## src/rtl/isp_cfg_shadow_ctrl_if.sv

```systemverilog
// rtl/isp_cfg_shadow_ctrl_if.sv - control write bus, stream tap and readback bundle for isp_cfg_shadow_ctrl
interface isp_cfg_shadow_ctrl_if;
  logic        wr_en;
  logic [15:0] wr_addr;
  logic [15:0] wr_data;
  logic        in_valid;
  logic [7:0]  in_user;
  logic        commit_now;
  logic        hold;
  logic [3:0]  rd_addr;
  logic        rd_bank;
  logic [15:0] rd_data;

  modport master (
    output wr_en, wr_addr, wr_data, in_valid, in_user, commit_now, hold, rd_addr, rd_bank,
    input  rd_data
  );

  modport slave (
    input  wr_en, wr_addr, wr_data, in_valid, in_user, commit_now, hold, rd_addr, rd_bank,
    output rd_data
  );
endinterface

```

## src/rtl/isp_cfg_shadow_ctrl.sv

```systemverilog
// rtl/isp_cfg_shadow_ctrl.sv - frame-synchronous shadow/active config bank controller
// Optional readback path enabled by ISP_CFG_READBACK_EN.
module isp_cfg_shadow_ctrl #(
  parameter int            NUM_REGS   = 16,
  parameter logic [255:0]  RST_VECTOR = '0
) (
  input  logic                         clk_i,
  input  logic                         reset_i,
  isp_cfg_shadow_ctrl_if.slave         cfg,
  output logic [NUM_REGS-1:0][15:0]    isp_vector_o,
  output logic                         pending_o,
  output logic                         committing_o,
  output logic [15:0]                  frame_cnt_o,
  output logic                         wr_err_o
);

  typedef enum logic [1:0] {IDLE, PENDING, COMMIT} state_t;

  state_t                      state_q, state_d;
  logic [NUM_REGS-1:0][15:0]   shadow_q, shadow_d;
  logic [NUM_REGS-1:0][15:0]   active_q, active_d;
  logic [15:0]                 frame_cnt_q, frame_cnt_d;
  logic                        wr_err_q, wr_err_d;

  logic in_range, wr_ok, fstart, trigger;

  assign in_range = cfg.wr_addr < 16'(NUM_REGS);
  assign wr_ok    = cfg.wr_en && in_range;
  assign fstart   = cfg.in_valid && cfg.in_user[1];
  assign trigger  = (fstart || cfg.commit_now) && !cfg.hold;

  always_comb begin
    state_d = state_q;
    case (state_q)
      IDLE:    if (wr_ok) state_d = PENDING;
      PENDING: if (trigger) state_d = COMMIT;
      COMMIT:  state_d = wr_ok ? PENDING : IDLE;
      default: state_d = IDLE;
    endcase
  end

  // Active snapshots the pre-edge shadow, so a write landing in the COMMIT cycle stays pending.
  always_comb begin
    shadow_d = shadow_q;
    for (int i = 0; i < NUM_REGS; i++) begin
      if (wr_ok && cfg.wr_addr[3:0] == 4'(i)) shadow_d[i] = cfg.wr_data;
    end
    active_d    = (state_q == COMMIT) ? shadow_q : active_q;
    frame_cnt_d = frame_cnt_q + 16'(fstart);
    wr_err_d    = wr_err_q | (cfg.wr_en && !in_range);
  end

  always_ff @(posedge clk_i) begin
    if (reset_i) begin
      state_q     <= IDLE;
      frame_cnt_q <= '0;
      wr_err_q    <= 1'b0;
      for (int i = 0; i < NUM_REGS; i++) begin
        shadow_q[i] <= RST_VECTOR[16*i +: 16];
        active_q[i] <= RST_VECTOR[16*i +: 16];
      end
    end else begin
      state_q     <= state_d;
      frame_cnt_q <= frame_cnt_d;
      wr_err_q    <= wr_err_d;
      shadow_q    <= shadow_d;
      active_q    <= active_d;
    end
  end

  assign isp_vector_o = active_q;
  assign pending_o    = (state_q != IDLE);
  assign committing_o = (state_q == COMMIT);
  assign frame_cnt_o  = frame_cnt_q;
  assign wr_err_o     = wr_err_q;

`ifdef ISP_CFG_READBACK_EN
  logic [15:0] rd_sel, rd_data_q;

  always_comb begin
    rd_sel = '0;
    for (int i = 0; i < NUM_REGS; i++) begin
      if (cfg.rd_addr == 4'(i)) rd_sel = cfg.rd_bank ? shadow_q[i] : active_q[i];
    end
  end

  always_ff @(posedge clk_i) begin
    if (reset_i) rd_data_q <= '0;
    else         rd_data_q <= rd_sel;
  end

  assign cfg.rd_data = rd_data_q;

  logic unused_user;
  assign unused_user = ^{cfg.in_user[7:2], cfg.in_user[0]};
`else
  assign cfg.rd_data = '0;

  logic unused_user;
  assign unused_user = ^{cfg.in_user[7:2], cfg.in_user[0], cfg.rd_addr, cfg.rd_bank};
`endif

endmodule

```

## src/flat_wrapper.sv

```systemverilog
// flat-port wrapper written by rule: the top's interface ports become plain ports
module isp_cfg_shadow_ctrl_flat 
#(
  parameter int            NUM_REGS   = 16,
  parameter logic [255:0]  RST_VECTOR = '0
)
  (clk_i, reset_i, isp_vector_o, pending_o, committing_o, frame_cnt_o, wr_err_o, cfg_wr_en, cfg_wr_addr, cfg_wr_data, cfg_in_valid, cfg_in_user, cfg_commit_now, cfg_hold, cfg_rd_addr, cfg_rd_bank, cfg_rd_data);
  isp_cfg_shadow_ctrl_if cfg_i ();
  input  logic clk_i;
  input  logic reset_i;
  output logic [NUM_REGS-1:0][15:0] isp_vector_o;
  output logic pending_o;
  output logic committing_o;
  output logic [15:0] frame_cnt_o;
  output logic wr_err_o;
  input wire logic [$bits(cfg_i.wr_en)-1:0] cfg_wr_en;
  input wire logic [$bits(cfg_i.wr_addr)-1:0] cfg_wr_addr;
  input wire logic [$bits(cfg_i.wr_data)-1:0] cfg_wr_data;
  input wire logic [$bits(cfg_i.in_valid)-1:0] cfg_in_valid;
  input wire logic [$bits(cfg_i.in_user)-1:0] cfg_in_user;
  input wire logic [$bits(cfg_i.commit_now)-1:0] cfg_commit_now;
  input wire logic [$bits(cfg_i.hold)-1:0] cfg_hold;
  input wire logic [$bits(cfg_i.rd_addr)-1:0] cfg_rd_addr;
  input wire logic [$bits(cfg_i.rd_bank)-1:0] cfg_rd_bank;
  output wire logic [$bits(cfg_i.rd_data)-1:0] cfg_rd_data;
  assign cfg_i.wr_en = cfg_wr_en;
  assign cfg_i.wr_addr = cfg_wr_addr;
  assign cfg_i.wr_data = cfg_wr_data;
  assign cfg_i.in_valid = cfg_in_valid;
  assign cfg_i.in_user = cfg_in_user;
  assign cfg_i.commit_now = cfg_commit_now;
  assign cfg_i.hold = cfg_hold;
  assign cfg_i.rd_addr = cfg_rd_addr;
  assign cfg_i.rd_bank = cfg_rd_bank;
  assign cfg_rd_data = cfg_i.rd_data;
  isp_cfg_shadow_ctrl #(.NUM_REGS(NUM_REGS), .RST_VECTOR(RST_VECTOR)) u_core (.clk_i(clk_i), .reset_i(reset_i), .cfg(cfg_i), .isp_vector_o(isp_vector_o), .pending_o(pending_o), .committing_o(committing_o), .frame_cnt_o(frame_cnt_o), .wr_err_o(wr_err_o));
endmodule
```

## config.mk

```make
export PLATFORM = sky130hd
export DESIGN_NAME = isp_cfg_shadow_ctrl_flat
export DESIGN_NICKNAME = d
export VERILOG_FILES = /design/src/rtl/isp_cfg_shadow_ctrl_if.sv /design/src/rtl/isp_cfg_shadow_ctrl.sv /design/src/flat_wrapper.sv
export SDC_FILE = /design/constraint.sdc
export NUM_CORES = 1
export LEC_CHECK = 0
export CAP_MARGIN = 20
export CORE_MARGIN = 3
export CORE_UTILIZATION = 30
export DETAILED_ROUTE_END_ITERATION = 10
export PLACE_DENSITY = 0.49
export SYNTH_ARGS = -nofsm -noshare
export SYNTH_HDL_FRONTEND = slang
export SYNTH_SLANG_ARGS = --single-unit
```

## constraint.sdc

```tcl
create_clock -name clk_i -period 3 [get_ports clk_i]
set_input_delay 0.6 -clock clk_i [delete_from_list [all_inputs] [get_ports clk_i]]
set_output_delay 0.6 -clock clk_i [all_outputs]
set_load 0.005 [all_outputs]
```

==> out/results.tsv <==
stage	metric	value	unit
power_and_ir_drop	sequential share of power	48.0	%
flow_run	max_cap viols	0	
sta	WHS	0.422	ns
finish	fillcell total	6415	
global_route	initial antenna violation count	4	
sta	RSZ-0062 raised after global routing	false	
clocking	cts repair resizes	0	
clocking	CTS tree	done	
sta	setup_tns	0	ns
sta	Slew Viols, Final	0	
routing	WL/cell	18.0	µm
synthesis	Synth Area per Inst	9.26	µm²
clocking	maximum clock path buffer count	3	
routing	vias per cell	4.57	
placement	dpl ws	0.0359	ns
finish	post-layout util	39.4	%
clocking	post-CTS setup buffer count	0	
synthesis	synth top area cells	dfxtp_1 54%, mux2i_1 13%, nand2_1 9.9%	
power_and_ir_drop	Combinational Power Share	2.8	%
synthesis	most common cell in the netlist	dfxtp_1	
finish	area delta synth->final	29.6	%
routing	via count	14895	
routing	number of remaining DRC errors	0	
power_and_ir_drop	Switching Share	21.9	%
sta	period utilization	85.5	%
sta	Final Worst Setup Slack	0.436	ns
floorplanning	initial core utilization	30.4	%
sta	Final Skew	0.0149	ns
power_and_ir_drop	total power	14.7	mW
clocking	clk root buf	clkbuf_16	
synthesis	register area share after synthesis	54.2	%
routing	Post-DRT Antenna Nets	0	
sta	Hold Vio Cnt, Final	0	
sta	final setup fails	0	
critical_path	crit-path cells	nand2b_4 -> inv_8 -> clkdlybuf4s50_1	
synthesis	Post-synth ARST share	0	%
clocking	htree depth	2	
finish	final-stage net count	2406	
sta	Fmax	390	MHz
global_route	vias in the first global route	14283	
placement	# port buffers	313	
floorplanning	# rows	93	
floorplanning	Core ar.	64600	µm²
critical_path	startpoint types	flip-flop	
power_and_ir_drop	Leakage	10.1	nW
clocking	TritonCTS buffer count	58	
outcome	status	complete, no violations	
placement	Placed Area	23500	µm²
power_and_ir_drop	Int Pwr	11.5	mW
global_route	pin count of the biggest net entering global routing	176	
global_route	first-pass GRT wire length	88100	µm
synthesis	top cells by count, synth	531 x dfxtp_1, 519 x nand2_1, 274 x nand2b_1	
placement	Inst Count DP	3148	
critical_path	WP buf/inv	2	
placement	final weighted congestion in routability-driven placement	0.771	
clocking	clk_lat worst skew	0.60	ns
power_and_ir_drop	clock share of power	49.3	%
power_and_ir_drop	Switching Power	3.22	mW
clocking	Clock transition at path regs	0.06	ns
routing	Initial DRT Pass Iterations	5	
sta	Worst-Margin Slew	0.904	ns
routing	Total Wirelength	58700	µm
synthesis	Seq cells post-synth	531	
synthesis	Synth top area share	54.2	%
critical_path	Crit. End Element	output pin	
power_and_ir_drop	VDD IR-drop max	0.361	mV
synthesis	Mapped Cells	2120	
synthesis	area of the mapped netlist	19600	µm²
critical_path	required time of the critical path	2.40	ns
critical_path	critical path's top delay family	buffers and inverters	
floorplanning	I/O pins	342	
critical_path	CP max stage cell	clkdlybuf4s50_1	
synthesis	Syn. warnings	0	
power_and_ir_drop	PwrDens	578	nW/µm²
min_path	Worst Hold Class	in2reg	
finish	final instance area	25400	µm²
clocking	CTS sink cnt	531	
finish	fin cells	3256	
sta	Rel. slew slack	39.7	%
routing	iteration-0 DRC count of the detailed router	926	
clocking	cts hold-fix bufs	0	
synthesis	count of cell types in the netlist	39	
floorplanning	Die H	262	µm
placement	half-perimeter wire length after placement	35100	µm
floorplanning	Die Width	262	µm
global_route	total track usage	16.7	%
critical_path	WP data arrival	1.96	ns
critical_path	max incr delay on CP	0.58	ns
synthesis	ys flop type	dfxtp_1	
global_route	GRT Residual Overflow	0	
floorplanning	die area	68500	µm²
sta	crit path time final	2.56	ns
critical_path	critical path class	reg2out	
finish	layout cell share with drive strength beyond 1	7.21	%
synthesis	area leader, netlist	dfxtp_1	
critical_path	critical-path maximum fanout	50	
synthesis	Post-synth EDFFs	0	
[logic make-up (layout without fill, tap and decap cells)]
kind of cell	Yosys count	count (layout)	synth area share, %
AND/OR/NAND/NOR	862	862	21.1
flip-flops	531	531	54.2
AO/OA/AOI/OAI	267	267	6.82
multiplexers	256	256	13.1
buffers and inverters	191	455	4.27
XOR/XNOR	10	10	0.446
adder cells (fa/ha/maj)	2	2	0.127
other	1	18	0.0191
[path summary, 6_finish.rpt]
| check | end | slack (ns) | start | cells after the start |
|---|---|---|---|---|
| worst max-delay path | committing_o | 0.44 | u_core.state_q[0]$_SDFFE_PP0P_ | 3 |
| worst min register to register | u_core.isp_vector_o[248]$_SDFFE_PP0P_ | 0.44 | u_core.shadow_q[248]$_SDFFE_PP0P_ | 2 |
| worst min-delay path | u_core.isp_vector_o[40]$_SDFFE_PP0P_ | 0.42 | reset_i | 2 |
| worst max register to register | u_core.isp_vector_o[87]$_SDFFE_PP0P_ | 0.78 | u_core.state_q[0]$_SDFFE_PP0P_ | 5 |
[per-layer routing]
metal | share of wire, % | wire, µm | GRT usage [%]
met5 | 0.046 | 27 | 0
met4 | 2.5 | 1470 | 4.64
met3 | 6.2 | 3650 | 4.22
met2 | 43 | 25400 | 25.2
met1 | 48 | 28100 | 23.6
[flip-flops by register name (all words and copies together) (netlist names)]
name	flops
u_core.frame_cnt_o	16
u_core.isp_vector_o	256
u_core.shadow_q	256
u_core.state_q	2
u_core.wr_err_o	1
[power groups by stage]
| stage | combinational [mW] | clock (mW) | sequential [mW] |
|---|---|---|---|
| floorplan | 0.223 | 0 | 7.21 |
| global placement | 0.413 | 0 | 7.21 |
| detailed placement | 0.414 | 0 | 7.21 |
| CTS | 0.415 | 7.46 | 7.05 |
| global route | 0.435 | 7.72 | 7.05 |
| finish | 0.405 | 7.25 | 7.06 |
[cell type report]
| type | count | area, µm² | share of cell area [%] |
|---|---|---|---|
| multi-input cells | 1413 | 8260 | 32.5 |
| clock inverters | 18 | 159 | 0.625 |
| clock buffers | 88 | 1810 | 7.10 |
| inverters | 5 | 26.3 | 0.103 |
| diodes | 2 | 5.00 | 0.0197 |
| well taps | 855 | 1070 | 4.21 |
| repair buffers | 344 | 3480 | 13.7 |
| flip-flops and latches | 531 | 10600 | 41.8 |
[layout by cell type (no fill, tap or decap), types with 3 or more instances in the layout]
master / Yosys / routed
xnor2_1: 8 / 8
buf_12: 0 / 9
nor3_1: 4 / 4
nor2_1: 14 / 14
clkbuf_1: 140 / 7
nand4_2: 4 / 4
nand4_1: 3 / 3
conb_1: 1 / 16
buf_4: 17 / 22
nor4_1: 5 / 5
clkbuf_16: 0 / 59
inv_1: 4 / 4
nand2_2: 6 / 6
clkinv_2: 0 / 10
clkinvlp_4: 0 / 3
clkdlybuf4s50_1: 0 / 312
nand2b_2: 0 / 16
a21oi_1: 262 / 262
nand2_4: 4 / 4
nand2_1: 519 / 519
or3_1: 3 / 3
nand3_1: 6 / 6
mux2i_1: 256 / 256
and3_1: 3 / 3
nand2b_1: 274 / 257
clkbuf_8: 0 / 22
o21ai_0: 4 / 4
dfxtp_1: 531 / 531
nor3_2: 4 / 4
No activity file was read; power rests on OpenSTA's default activity.
